[config.mk]
export PLATFORM = sky130hd
export DESIGN_NAME = irq_controller_flat
export DESIGN_NICKNAME = d
export VERILOG_FILES = /design/src/rtl/irq_controller_pkg.sv /design/src/rtl/irq_controller_if.sv /design/src/rtl/irq_controller_prio_enc.sv /design/src/rtl/irq_controller.sv /design/src/flat_wrapper.sv
export SDC_FILE = /design/constraint.sdc
export NUM_CORES = 1
export LEC_CHECK = 0
export ABC_AREA = 1
export CAP_MARGIN = 20
export CORE_UTILIZATION = 29
export CTS_CLUSTER_SIZE = 28
export DETAILED_ROUTE_END_ITERATION = 10
export PLACE_DENSITY_LB_ADDON = 0.08
export SLEW_MARGIN = 10
export SYNTH_ARGS = -nofsm -noshare
export SYNTH_HDL_FRONTEND = slang
export SYNTH_SLANG_ARGS = --single-unit
[constraint.sdc]
create_clock -name clk -period 1.3 [get_ports clk]
set_input_delay 0.26 -clock clk [delete_from_list [all_inputs] [get_ports clk]]
set_output_delay 0.26 -clock clk [all_outputs]
set_load 0.02 [all_outputs]
[src/rtl/irq_controller_pkg.sv]
// Shared definitions for the interrupt controller: register offsets,
// controller states and the default bus address.
package irq_controller_pkg;

  localparam logic [31:0] DEF_BASE_ADDR = 32'h4000_0030;

  localparam logic [3:0] OFF_PEND  = 4'h0;
  localparam logic [3:0] OFF_EN    = 4'h4;
  localparam logic [3:0] OFF_CAUSE = 4'h8;
  localparam logic [3:0] OFF_CTRL  = 4'hC;

  typedef enum logic [1:0] {
    IDLE    = 2'd0,
    POSTED  = 2'd1,
    SERVICE = 2'd2
  } state_t;

endpackage

[src/rtl/irq_controller_if.sv]
// Memory-mapped bus shared by DataMem, Peripheral and the interrupt controller.
interface irq_controller_if;
  logic        rd;
  logic        wr;
  logic [31:0] addr;
  logic [31:0] wdata;
  logic [31:0] rdata;

  modport master (output rd, output wr, output addr, output wdata, input rdata);
  modport slave  (input rd, input wr, input addr, input wdata, output rdata);
endinterface

[src/rtl/irq_controller_prio_enc.sv]
// Lowest-index-wins priority encoder; index 0 has the highest priority.
module irq_prio_enc #(
  parameter int unsigned N = 4
) (
  input  logic [N-1:0] req,
  output logic [2:0]   idx,
  output logic         valid
);

  // Scan from the top down so the lowest set index is the last one written.
  always_comb begin
    idx   = '0;
    valid = 1'b0;
    for (int unsigned i = N; i > 0; i--) begin
      if (req[i-1]) begin
        idx   = 3'(i - 1);
        valid = 1'b1;
      end
    end
  end

endmodule

[src/rtl/irq_controller.sv]
// Interrupt controller: latches source edges, applies enables and fixed
// priority, and posts one registered IRQ at a time against CPU kernel mode.
module irq_controller
  import irq_controller_pkg::*;
#(
  parameter int unsigned N_SRC     = 4,
  parameter logic [31:0] BASE_ADDR = DEF_BASE_ADDR
) (
  input  logic             clk,
  input  logic             reset,
  input  logic [N_SRC-1:0] src,
  input  logic             kernel,
  irq_controller_if.slave  bus,
  output logic             irqout
);

  logic [N_SRC-1:0] src_q;
  logic [N_SRC-1:0] pend;
  logic [N_SRC-1:0] en;
  logic             gie;
  logic [2:0]       cause;
  state_t           state, state_n;
  logic [2:0]       cause_n;
  logic             irq_n;
  logic             take;

  logic [N_SRC-1:0] ev;
  logic [N_SRC-1:0] req;
  logic [N_SRC-1:0] set_v;
  logic [N_SRC-1:0] clr_v;
  logic [2:0]       win;
  logic             win_valid;

  logic             sel;
  logic [3:0]       off;
  logic             wr_pend, wr_en, wr_ctrl;
  logic [31:0]      rdata;
  logic             unused_wdata;

  assign sel     = (bus.addr[31:4] == BASE_ADDR[31:4]);
  assign off     = bus.addr[3:0];
  assign wr_pend = bus.wr && sel && (off == OFF_PEND);
  assign wr_en   = bus.wr && sel && (off == OFF_EN);
  assign wr_ctrl = bus.wr && sel && (off == OFF_CTRL);
  assign unused_wdata = ^bus.wdata[31:N_SRC];

  assign ev  = src & ~src_q;
  assign req = pend & en;

  irq_prio_enc #(.N(N_SRC)) u_prio (
    .req   (req),
    .idx   (win),
    .valid (win_valid)
  );

  // Sets are OR-ed in after clears so an event coinciding with a W1C or a
  // take of the same bit is kept pending.
  always_comb begin
    set_v = ev;
    if (wr_ctrl && bus.wdata[1]) set_v[N_SRC-1] = 1'b1;
    clr_v = take ? (N_SRC'(1) << win) : '0;
    if (wr_pend) clr_v = clr_v | bus.wdata[N_SRC-1:0];
  end

  always_comb begin
    state_n = state;
    cause_n = cause;
    irq_n   = irqout;
    take    = 1'b0;
    case (state)
      IDLE: begin
        if (gie && win_valid && !kernel) begin
          take    = 1'b1;
          cause_n = win;
          irq_n   = 1'b1;
          state_n = POSTED;
        end
      end
      POSTED: begin
        if (kernel) begin
          irq_n   = 1'b0;
          state_n = SERVICE;
        end
      end
      SERVICE: begin
        // Entered only after kernel=1 was sampled, so kernel=0 here is the return.
        irq_n = 1'b0;
        if (!kernel) state_n = IDLE;
      end
      default: begin
        irq_n   = 1'b0;
        state_n = IDLE;
      end
    endcase
  end

  always_ff @(posedge clk or negedge reset) begin
    if (!reset) begin
      src_q  <= '0;
      pend   <= '0;
      en     <= '0;
      gie    <= 1'b0;
      cause  <= '0;
      irqout <= 1'b0;
      state  <= IDLE;
    end else begin
      src_q  <= src;
      pend   <= (pend & ~clr_v) | set_v;
      cause  <= cause_n;
      irqout <= irq_n;
      state  <= state_n;
      if (wr_en)   en  <= bus.wdata[N_SRC-1:0];
      if (wr_ctrl) gie <= bus.wdata[0];
    end
  end

  always_comb begin
    rdata = '0;
    if (bus.rd && sel) begin
      case (off)
        OFF_PEND:  rdata[N_SRC-1:0] = pend;
        OFF_EN:    rdata[N_SRC-1:0] = en;
        OFF_CAUSE: rdata = {(state != IDLE), 28'b0, cause};
        OFF_CTRL:  rdata[0] = gie;
        default:   rdata = '0;
      endcase
    end
  end

  assign bus.rdata = rdata;

endmodule
[src/flat_wrapper.sv]
// flat-port wrapper written by rule: the top's interface ports become plain ports
module irq_controller_flat import irq_controller_pkg::*;
#(
  parameter int unsigned N_SRC     = 4,
  parameter logic [31:0] BASE_ADDR = DEF_BASE_ADDR
)
  (clk, reset, src, kernel, irqout, bus_rd, bus_wr, bus_addr, bus_wdata, bus_rdata);
  irq_controller_if bus_i ();
  input  logic clk;
  input  logic reset;
  input  logic [N_SRC-1:0] src;
  input  logic kernel;
  output logic irqout;
  input wire logic [$bits(bus_i.rd)-1:0] bus_rd;
  input wire logic [$bits(bus_i.wr)-1:0] bus_wr;
  input wire logic [$bits(bus_i.addr)-1:0] bus_addr;
  input wire logic [$bits(bus_i.wdata)-1:0] bus_wdata;
  output wire logic [$bits(bus_i.rdata)-1:0] bus_rdata;
  assign bus_i.rd = bus_rd;
  assign bus_i.wr = bus_wr;
  assign bus_i.addr = bus_addr;
  assign bus_i.wdata = bus_wdata;
  assign bus_rdata = bus_i.rdata;
  irq_controller #(.N_SRC(N_SRC), .BASE_ADDR(BASE_ADDR)) u_core (.clk(clk), .reset(reset), .src(src), .kernel(kernel), .bus(bus_i), .irqout(irqout));
endmodule
-- Word-level counts from Yosys, hierarchy flattened
Index checks and enable logic that the tools add are counted.
- output and inout port bits: 33
- logic and storage cells: 63
- input bits: 73
- bits in registers: 19
- multiplexer cells: 24
- shift-type cells: 1
- bitwise operators: 7
- reduce and logical (&&, ||, !) cells: 15
- eq/ne operators: 9
- operators by type and width (cell ; number):
    $mux 32 ; 1
    $eq 28x27->1 const B ; 1
    $mux 28 ; 1
    $and 4x4->4 ; 3
    $mux 1 ; 9
    $mux 3 ; 3
    $pmux 3 s3 ; 1
    $eq 4x4->1 const B ; 2
    $logic_and 1x1->1 ; 8
    $mux 2 ; 4
    $mux 4 ; 2
    $not 4->4 ; 2
    $or 4x4->4 ; 2
    $pmux 2 s3 ; 1
    $eq 4x3->1 const B ; 1
    $logic_not 4->1 ; 1
    $ne 2x2->1 const B ; 2
    $pmux 1 s4 ; 1
    $reduce_and 2->1 ; 2
    $shl 1x3->4 const A ; 1
    $reduce_and 3->1 ; 1
    $eq 2x1->1 const B ; 1
    $eq 2x2->1 const B ; 1
    $logic_not 2->1 ; 1
    other kinds (4) ; 4

-- Depth between registers and ports, before layout
Gate-level depths: netlist of the first run.
- depth in word-level cells: 15
- depth in mapped cells: 10
- gate-level depth less buffers: 10

-- By module
Synthesis of the first run repeated with hierarchy kept, for this count alone.
- cell total of the unflattened synthesis: 191
- area, all modules: 1395.1 µm²
- by module, submodules not included (module ; instances ; sequential area each (µm²) ; cells an instance ; area an instance (µm²)):
    irq_controller ; 1 ; 475.5 ; 181 ; 1347.5
    irq_prio_enc ; 1 ; 0.0 ; 10 ; 47.5

-- Least setup slack after synthesis of the first run
No wires, ideal clock.
- path kind: input to output
- start: input port bus_addr[29]
- end: output port bus_rdata[0]
- path slack: -0.413 ns
- required time: 1.040 ns
- stages: 6
- buffers on the path: 0
- data arrival time: 1.453 ns
- cell sequence: or2_0 -> nor2_1 -> nand2_1 -> nor2_4 -> nand2_1 -> nor3b_1
- word-level cells in the longest chain between the ends: 3
- RTL lines (element ; line ; source):
    start: declaration ; flat_wrapper.sv:16 ; input wire logic [$bits(bus_i.addr)-1:0] bus_addr;
    $eq 28x27->1 ; irq_controller.sv:40 ; assign sel = (bus.addr[31:4] == BASE_ADDR[31:4]);
    $logic_and 1x1->1 ; irq_controller.sv:119 ; if (bus.rd && sel) begin
    $mux 32 ; irq_controller.sv:119 ;
    end: declaration ; flat_wrapper.sv:18 ; output wire logic [$bits(bus_i.rdata)-1:0] bus_rdata;
No other way between the ends.

-- Final worst setup path of the first run
- start: input port bus_addr[6]
- end: output port bus_rdata[2]
Same word-level chain as after synthesis.

==> flow_summary.json, run 1 <==
{
  "result_of_the_run": "complete, but fails checks",
  "violations": "setup timing",
  "worstSetupPathType": "primary input to output pin",
  "grt_overflow_total": 0,
  "final.setup.worst_slack_ns": -0.318,
  "clk-insertion-delay-late_ns": 0.26,
  "first_global_vias": 1240,
  "initial_core_utilization": 0.309,
  "hold_path.class": "primary input to async pin",
  "number_of_antenna_violations_at_the_first_check_in_global_routing": 0,
  "fp.dieW_um": 68.0,
  "mappedNetlistArea_um2": 1260,
  "critPathSlowestCell": "o2111ai_4",
  "drt-vias-per-instance": 4.12,
  "die_h_um": 68.0,
  "synth_cell_types": 20,
  "power_density_nw_per_um2": 1000,
  "ir_worst_vdd_uv": 684,
  "crit_chain": "clkdlybuf4s15_1 > nor2_1 > nand2_1 > nor2_1 > nand2_1 > nor2_4 > o2111ai_4 > nor2_4 > buf_6",
  "layout-drive-gt1-share": 0.466,
  "synth-edff-count": 0,
  "crit_required_ns": 1.04,
  "post-place-cells": 317,
  "dieArea_um2": 4630,
  "area.growth.synth_to_final_pct": 87.6,
  "design_area_final_um2": 2370,
  "timing.final.setup_violations": 11,
  "postSynthRegisterBits": 18,
  "post-route-drc-count": 0,
  "commonest_cells_after_routing_fill_and_taps_aside": "buf_4 (44), nand2_1 (30), conb_1 (27)",
  "post_synth_inst_count": 178,
  "violation_count_after_the_first_detailed_route_iteration": 22,
  "insertedDiodeCount": 0,
  "clock_tree_buf_depth": 2,
  "rows": 23,
  "setup.worst_path.end_class": "output pin",
  "pin_count": 106,
  "clock_sinks": 18,
  "final-hold-violation-count": 0,
  "final.hold.worst_slack_ns": 0.329,
  "clock_tree_from_tritoncts": "done",
  "maxClockFrequency_mhz": 618,
  "synth-seq-area-share": 0.356,
  "max_cap_violations": 0,
  "gp_routability_congestion": 0.834,
  "cts-buffers-inserted": 3,
  "final_core_utilization": 0.580,
  "clk_pin_slew_worst_paths_ns": 0.07,
  "worst_setup_path_start_kind": "primary input",
  "core_area_um2": 4090,
  "leading_cell_type_in_the_layout_fill_and_taps_excluded": "buf_4",
  "ys.warnings.count": 0,
  "place_ws_ns": -1.12,
  "portBuffers": 50,
  "timing.final.max_slew_violations": 0,
  "period_share": 1.24,
  "drt_first_pass_iters": 2,
  "clock_period_minus_final_worst_setup_slack_ns": 1.62,
  "stdcell_count": 333,
  "detail_route.wl_per_cell_um": 10.8,
  "vias": 1373,
  "detailed_place_hpwl_um": 2680,
  "number_of_h_tree_branching_levels": 1,
  "worstPathMaxFanout": 3,
  "grt_util_all_layers": 0.162,
  "clock-skew-final_ns": 0.00605,
  "layout.nets": 357,
  "routed_wirelength_um": 3610,
  "post_drt_antenna_nets": 0,
  "unrepaired_setup_endpoints_after_global_routing": "true",
  "critPathArrivalTime_ns": 1.36,
  "crit_path_max_incr_delay_ns": 0.19,
  "clock-root-buffer": "clkbuf_8",
  "grt_start_max_net_pins": 19,
  "grt_first_pass_wirelength_um": 5530,
  "power.leakage_uw": 0.00124,
  "post_synthesis_async_set_or_reset_flop_share": 1.00,
  "syn_area_per_cell_um2": 7.10,
  "placed_cell_area_um2": 2090,
  "ys_dominant_reg_cell": "dfrtp_1"
}
[where the power goes]
part	total [µW]	switching, µW	internal [µW]
sequential	737	67.2	669
combinational	1180	600	575
clock	460	190	269
[cells by family (layout without fill, tap and decap cells)]
family	count (synthesis)	after routing	synth area share
and+or+nand+nor	82	82	0.296
buffers and inverters	53	132	0.238
AOI/OAI and AO/OA	24	24	0.107
DFF	18	18	0.356
other	1	27	0.00297
[synthesized netlist by cell type, types with 2 or more instances]
master / number / share of area
nand2_1: 39 / 0.12
o21ai_0: 9 / 0.036
nand3_1: 6 / 0.024
a21oi_1: 8 / 0.032
inv_1: 26 / 0.077
nor2_1: 25 / 0.074
o22ai_1: 4 / 0.020
buf_4: 27 / 0.16
nand4_1: 5 / 0.025
dfrtp_1: 18 / 0.36
nor2_4: 2 / 0.018
[through the flow]
stage,TNS [ns],power [µW]
CTS,-1.82,2220
global route,-2.89,2530
global placement,-10.06,1640
floorplan,-0.927,1180
detailed placement,-10.48,1640
finish,-1.65,2370
[critical path: cells and delay by family]
kind	cells	cell delay [ns]
AOI/OAI and AO/OA	1	0.19
buffers and inverters	2	0.28
and+or+nand+nor	6	0.62
[routing by layer]
| layer | up-vias | wire (µm) | GRT usage |
|---|---|---|---|
| li1 | 723 | - | - |
| met1 | 591 | 1610 | 0.209 |
| met2 | 54 | 1700 | 0.267 |
| met3 | 5 | 250 | 0.0317 |
| met4 | 0 | 39 | 0.0599 |
| met5 | - | 0 | 0 |
[flip-flops by register name, summed over array words and instances, names as in the netlist]
name and count:
u_core.cause 2, u_core.en 4, u_core.gie 1, u_core.irqout 1
u_core.pend 4, u_core.src_q 4, u_core.state 2
[worst paths after layout]
check / startpoint / endpoint / slack [ns] / depth (start not counted)
max in group asynchronous: reset / u_core.pend[1] / 0.77 / 2
max reg2reg: u_core.state[0] / u_core.pend[3] / -0.02 / 8
min: reset / u_core.en[1] / 0.33 / 2
min in group clk: u_core.src_q[0] / u_core.pend[0] / 0.41 / 1
min reg2reg: u_core.src_q[0] / u_core.pend[0] / 0.41 / 1
max: bus_addr[6] / bus_rdata[2] / -0.32 / 9
[layout make-up]
type                            count  area (µm²)
Tap cell                           50        62.6
Timing Repair Buffer              102         837
Inverter                           26        97.6
Multi-Input combinational cell    133         868
Fill cell                         386        1720
Sequential cell                    18         450
Clock buffer                        4        55.1
[what timing repair did]
| action | 4_1_cts | 5_1_grt |
|---|---|---|
| gates resized for setup | 129 | 58 |
| hold buffers | 0 | 0 |
| setup buffers | 3 | 10 |
| pin swaps | 44 | 39 |
| setup endpoints to repair | 19 | 17 |
No activity file was read; power rests on OpenSTA's default activity.
==> run 2: changes to the inputs <==
--- a/config.mk
+++ b/config.mk
@@ -7,10 +7,11 @@
 export LEC_CHECK = 0
 export ABC_AREA = 1
 export CAP_MARGIN = 20
-export CORE_UTILIZATION = 29
+export CORE_UTILIZATION = 30
+export CTS_BUF_LIST = sky130_fd_sc_hd__clkbuf_8
 export CTS_CLUSTER_SIZE = 28
 export DETAILED_ROUTE_END_ITERATION = 10
-export PLACE_DENSITY_LB_ADDON = 0.08
+export PLACE_DENSITY = 0.78
 export SLEW_MARGIN = 10
 export SYNTH_ARGS = -nofsm -noshare
 export SYNTH_HDL_FRONTEND = slang
==> run 2 against run 1 <==
Compared with the run above:
- the run still ends with setup timing left
- flip-flop and latch count stayed put
- fmax is 0.25% lower
- final cell count is 5.1% lower
- non-clock buffer count is 16 lower
- cell area is 5.0% lower
- total power is 5.2% lower
- critical path type unchanged
- largest cell class unchanged
- largest power group unchanged
==> flow_summary.json, run 2 (synthesis gave the netlist of run 1 again) <==
{
  "result_of_the_run": "complete, but fails checks",
  "violations": "setup timing",
  "grt_start_max_net_pins": 19,
  "drt-vias-per-instance": 4.30,
  "power_density_nw_per_um2": 998,
  "clock_period_minus_final_worst_setup_slack_ns": 1.62,
  "number_of_antenna_violations_at_the_first_check_in_global_routing": 0,
  "post_drt_antenna_nets": 0,
  "portBuffers": 50,
  "first_global_vias": 1256,
  "clk_pin_slew_worst_paths_ns": 0.06,
  "unrepaired_setup_endpoints_after_global_routing": "true",
  "stdcell_count": 316,
  "pin_count": 106,
  "cts-buffers-inserted": 3,
  "leading_cell_type_in_the_layout_fill_and_taps_excluded": "buf_4",
  "power.leakage_uw": 0.00116,
  "rows": 23,
  "top_registers": "u_core.en (4), u_core.pend (4), u_core.src_q (4)",
  "violation_count_after_the_first_detailed_route_iteration": 24,
  "critPathSlowestCell": "o2111ai_4",
  "detailed_place_hpwl_um": 2580,
  "final_core_utilization": 0.559,
  "final.fill_count": 375,
  "final-hold-violation-count": 0,
  "drt_first_pass_iters": 3,
  "clock_tree_from_tritoncts": "done",
  "worstPathMaxFanout": 3,
  "cpLargestDelayFamily": "simple AND/OR/NAND/NOR gates",
  "layout.nets": 341,
  "critPathArrivalTime_ns": 1.36,
  "number_of_h_tree_branching_levels": 1,
  "gp_routability_congestion": 0.841,
  "setup.worst_path.end_class": "output pin",
  "maxClockFrequency_mhz": 617,
  "insertedDiodeCount": 0,
  "grt_util_all_layers": 0.159,
  "final.setup.worst_slack_ns": -0.322,
  "grt_overflow_total": 0,
  "hold_path.class": "primary input to async pin",
  "reg2reg_slack_ns": 0.03,
  "worst_flop_to_flop_path_startpoint": "u_core.en[1]",
  "clock-skew-final_ns": 0.00166,
  "post-route-drc-count": 0,
  "fp.dieW_um": 66.9,
  "area.growth.synth_to_final_pct": 78.2,
  "post-place-cells": 307,
  "most_frequent_cell_on_critical_path": "nor2_4",
  "layout-drive-gt1-share": 0.470,
  "worst_setup_path_start_kind": "primary input",
  "routed_wirelength_um": 3650,
  "timing.final.max_slew_violations": 0,
  "clock_sinks": 18,
  "crit_path_max_incr_delay_ns": 0.19,
  "ff_to_ff_path_depth": 7,
  "cts_hold_buf": 0,
  "crit_chain": "buf_6 > nor2_4 > nand2_2 > nor2_2 > nand2_2 > nor2_4 > o2111ai_4 > nor2_4 > buf_6",
  "period_share": 1.25,
  "initial_core_utilization": 0.314,
  "grt_first_pass_wirelength_um": 5260,
  "worstReg2RegEnd": "u_core.irqout",
  "finalPower_uw": 2250,
  "timing.final.setup_violations": 9,
  "path_buf_inv": 2,
  "clk-insertion-delay-late_ns": 0.25,
  "ir_worst_vdd_uv": 757,
  "dieArea_um2": 4480,
  "worstSetupPathType": "primary input to output pin",
  "vias": 1358,
  "commonest_cells_after_routing_fill_and_taps_aside": "buf_4 (30), nand2_1 (29), conb_1 (27)",
  "die_h_um": 66.9,
  "detail_route.wl_per_cell_um": 11.6,
  "clock_tree_buf_depth": 2,
  "crit_required_ns": 1.04,
  "max_cap_violations": 0,
  "core_area_um2": 4030,
  "clock-root-buffer": "clkbuf_8"
}
==> run 2: cell type report <==
class | instances | area, µm² | area share
Sequential cell | 18 | 450 | 0.200
Timing Repair Buffer | 86 | 691 | 0.307
Multi-Input combinational cell | 133 | 910 | 0.404
Inverter | 26 | 97.6 | 0.0433
Tap cell | 50 | 62.6 | 0.0278
Clock buffer | 3 | 41.3 | 0.0183
==> run 2: per-layer routing <==
metal | GRT usage | up-vias | part of all wire
met2 | 0.294 | 62 | 0.53
met4 | 0.0691 | 0 | 0.010
li1 | - | 687 | -
met3 | 0.0274 | 4 | 0.083
met1 | 0.173 | 605 | 0.37
met5 | 0 | - | 0
==> run 2: how the worst max path moves through the flow <==
| stage | cells past startpoint | slack (ns) | startpoint | end |
|---|---|---|---|---|
| CTS | 8 | -0.35 | bus_addr[28] | bus_rdata[3] |
| global placement | 9 | -1.10 | bus_addr[19] | bus_rdata[3] |
| detailed placement | 9 | -1.13 | bus_addr[19] | bus_rdata[1] |
| finish | 9 | -0.32 | bus_addr[19] | bus_rdata[3] |
| floorplan | 6 | -0.20 | bus_addr[29] | bus_rdata[0] |
| global route | 9 | -0.41 | bus_addr[19] | bus_rdata[3] |
==> run 2: timing repair <==
action | CTS | global route
endpoints found under the setup margin | 19 | 17
setup buffers | 4 | 4
pin swaps | 38 | 28
gates resized for setup | 138 | 63
hold endpoints to repair | 0 | 0
==> run 2: through the flow <==
stage	setup WS, ns	hold WS (ns)	area, µm²	TNS, ns
2_1_floorplan	-0.198	-0.0356	1430	-0.927
3_3_place_gp	-1.10	0.404	2020	-10.41
3_5_place_dp	-1.13	0.411	2020	-11.07
4_1_cts	-0.352	0.341	2080	-1.60
5_1_grt	-0.410	0.358	2250	-2.62
6_report	-0.322	0.337	2250	-1.61
==> run 2: power by group <==
part / switching [µW] / internal, µW / total (µW)
sequential: 72.9 / 670 / 743
clock: 172 / 205 / 377
combinational: 588 / 539 / 1130
==> run 3: changes to the inputs <==
--- a/config.mk
+++ b/config.mk
@@ -11,7 +11,9 @@
 export CTS_BUF_LIST = sky130_fd_sc_hd__clkbuf_8
 export CTS_CLUSTER_SIZE = 28
 export DETAILED_ROUTE_END_ITERATION = 10
+export GPL_TIMING_DRIVEN = 0
 export PLACE_DENSITY = 0.78
+export SKIP_LAST_GASP = 1
 export SLEW_MARGIN = 10
 export SYNTH_ARGS = -nofsm -noshare
 export SYNTH_HDL_FRONTEND = slang
==> run 3 against run 2 <==
Compared with the run above:
- the flow still finishes with violations (setup timing)
- sequential power increased by 1%
- global-route usage increased by 0.25 points
- core utilization increased by 0.53 points
- clock power about the same
- sequential share of layout area decreased by 0.19 points
- largest power group unchanged
==> flow_summary.json, run 3 (synthesis gave the netlist of run 1 again) <==
{
  "result_of_the_run": "complete, but fails checks",
  "violations": "setup timing",
  "stdcell_count": 327,
  "first_global_vias": 1307,
  "rows": 23,
  "worstPathMaxFanout": 4,
  "layout.nets": 352,
  "final.hold.worst_slack_ns": 0.414,
  "number_of_h_tree_branching_levels": 1,
  "design_area_final_um2": 2270,
  "hold_path.startpoint": "u_core.src_q[1]",
  "timing.final.setup_violations": 10,
  "ff_to_ff_path_depth": 7,
  "cts-buffers-inserted": 3,
  "timing.final.max_slew_violations": 0,
  "crit_required_ns": 1.04,
  "unrepaired_setup_endpoints_after_global_routing": "true",
  "layout-drive-gt1-share": 0.455,
  "worst_flop_to_flop_path_startpoint": "u_core.en[1]",
  "dieArea_um2": 4480,
  "startpoint": "bus_addr[17]",
  "pin_count": 106,
  "cts_hold_buf": 0,
  "fin_setup_tns_ns": -2.12,
  "grt_first_pass_wirelength_um": 5430,
  "fp.dieW_um": 66.9,
  "number_of_antenna_violations_at_the_first_check_in_global_routing": 0,
  "post-place-cells": 304,
  "die_h_um": 66.9,
  "vias": 1378,
  "power.leakage_uw": 0.00120,
  "commonest_cells_after_routing_fill_and_taps_aside": "buf_4 (42), nand2_1 (31), conb_1 (27)",
  "core_area_um2": 4030,
  "initial_core_utilization": 0.314,
  "detailed_place_hpwl_um": 2660,
  "final_core_utilization": 0.564,
  "grt_util_all_layers": 0.161,
  "max_cap_violations": 0,
  "top_registers": "u_core.en (4), u_core.pend (4), u_core.src_q (4)",
  "detail_route.wl_per_cell_um": 10.7,
  "insertedDiodeCount": 0,
  "clock-skew-final_ns": 0.00339,
  "violation_count_after_the_first_detailed_route_iteration": 32,
  "period_share": 1.24,
  "grt_overflow_total": 0,
  "drt-vias-per-instance": 4.21,
  "placed_cell_area_um2": 1990,
  "clk_pin_slew_worst_paths_ns": 0.06,
  "clock_tree_from_tritoncts": "done",
  "hold_end": "u_core.pend[1]",
  "clock_tree_buf_depth": 2,
  "post-route-drc-count": 0,
  "hold_path.class": "flip-flop to flip-flop",
  "clock_period_minus_final_worst_setup_slack_ns": 1.62,
  "maxClockFrequency_mhz": 619,
  "worstReg2RegEnd": "u_core.irqout",
  "portBuffers": 50,
  "clk-insertion-delay-late_ns": 0.25,
  "post_drt_antenna_nets": 0,
  "critPathArrivalTime_ns": 1.36,
  "clock_sinks": 18,
  "clock-root-buffer": "clkbuf_8",
  "reg2reg_slack_ns": 0.04,
  "hold_path_depth": 1,
  "routed_wirelength_um": 3500,
  "final-hold-violation-count": 0,
  "leading_cell_type_in_the_layout_fill_and_taps_excluded": "buf_4",
  "grt_start_max_net_pins": 19,
  "worst_slew_pin_slew_ns": 0.785,
  "gp_routability_congestion": 0.907,
  "slew-limit-headroom": 0.475,
  "power_density_nw_per_um2": 897,
  "worstSetupPathType": "primary input to output pin",
  "final.setup.worst_slack_ns": -0.315,
  "drt_first_pass_iters": 4,
  "worst_setup_path_start_kind": "primary input",
  "ir_worst_vdd_uv": 678,
  "setup.worst_path.end_class": "output pin",
  "final.fill_count": 388,
  "area.growth.synth_to_final_pct": 79.9
}
run 3: cell count changes in the layout (fill, tap and decap cells not counted), moves of 2 or more:
cell / delta
o21ai_0: -2
nor2_4: -4
o22ai_1: +2
nor2_1: +5
nand2_4: -2
nand2_1: +2
inv_2: -2
nand3_2: +2
buf_2: -4
buf_4: +12
clkbuf_2: +2
run 3: timing repair:
item | in CTS | in global routing
pin swaps | 36 | 33
endpoints found under the setup margin | 19 | 15
resized for setup | 132 | 54
buffers inserted | 11 | 12
run 3: area by class of cell:
cell class,instances,area [µm²],share of cell area
Buffer,27,203,0.0892
Clock buffer,3,41.3,0.0182
Inverter,26,100,0.0440
Multi-Input combinational cell,133,832,0.366
Sequential cell,18,450,0.198
Tap cell,50,62.6,0.0275
Timing Repair Buffer,70,584,0.257
run 3: worst max-delay path, cell delays in order:
cell	delay, ns
buf_6	0.10
nor2_4	0.09
nand2_1	0.05
nor2_1	0.10
nand2_1	0.09
nor2_4	0.19
o2111ai_4	0.19
nor2_4	0.15
buf_6	0.12
run 3: per-stage QoR:
stage / power (µW) / setup slack, ns
after floorplan: 1180 / -0.198
after global placement: 1440 / -1.28
after detailed placement: 1460 / -1.27
after CTS: 1890 / -0.380
after global routing: 2190 / -0.434
final: 2040 / -0.315
run 3: layer usage:
layer | up-vias | GRT usage | share of wire
met3 | 2 | 0.0342 | 0.12
met4 | 0 | 0.0479 | 0.0034
met1 | 597 | 0.176 | 0.35
li1 | 710 | - | -
met2 | 69 | 0.304 | 0.52
met5 | - | 0 | 0
run 3: worst max-delay path by stage:
stage,depth (start not counted),endpoint
floorplan,6,bus_rdata[0]
global placement,9,bus_rdata[1]
detailed placement,9,bus_rdata[1]
CTS,8,bus_rdata[3]
global route,9,bus_rdata[1]
finish,9,bus_rdata[1]
run 3: report_power, final:
| group | switching [µW] | total, µW | leakage [µW] | internal [µW] |
|---|---|---|---|---|
| Sequential | 83.7 | 754 | 0.000190 | 670 |
| Clock | 169 | 374 | 0.0000216 | 205 |
| Combinational | 490 | 910 | 0.000990 | 420 |
| Total | 743 | 2040 | 0.00120 | 1300 |
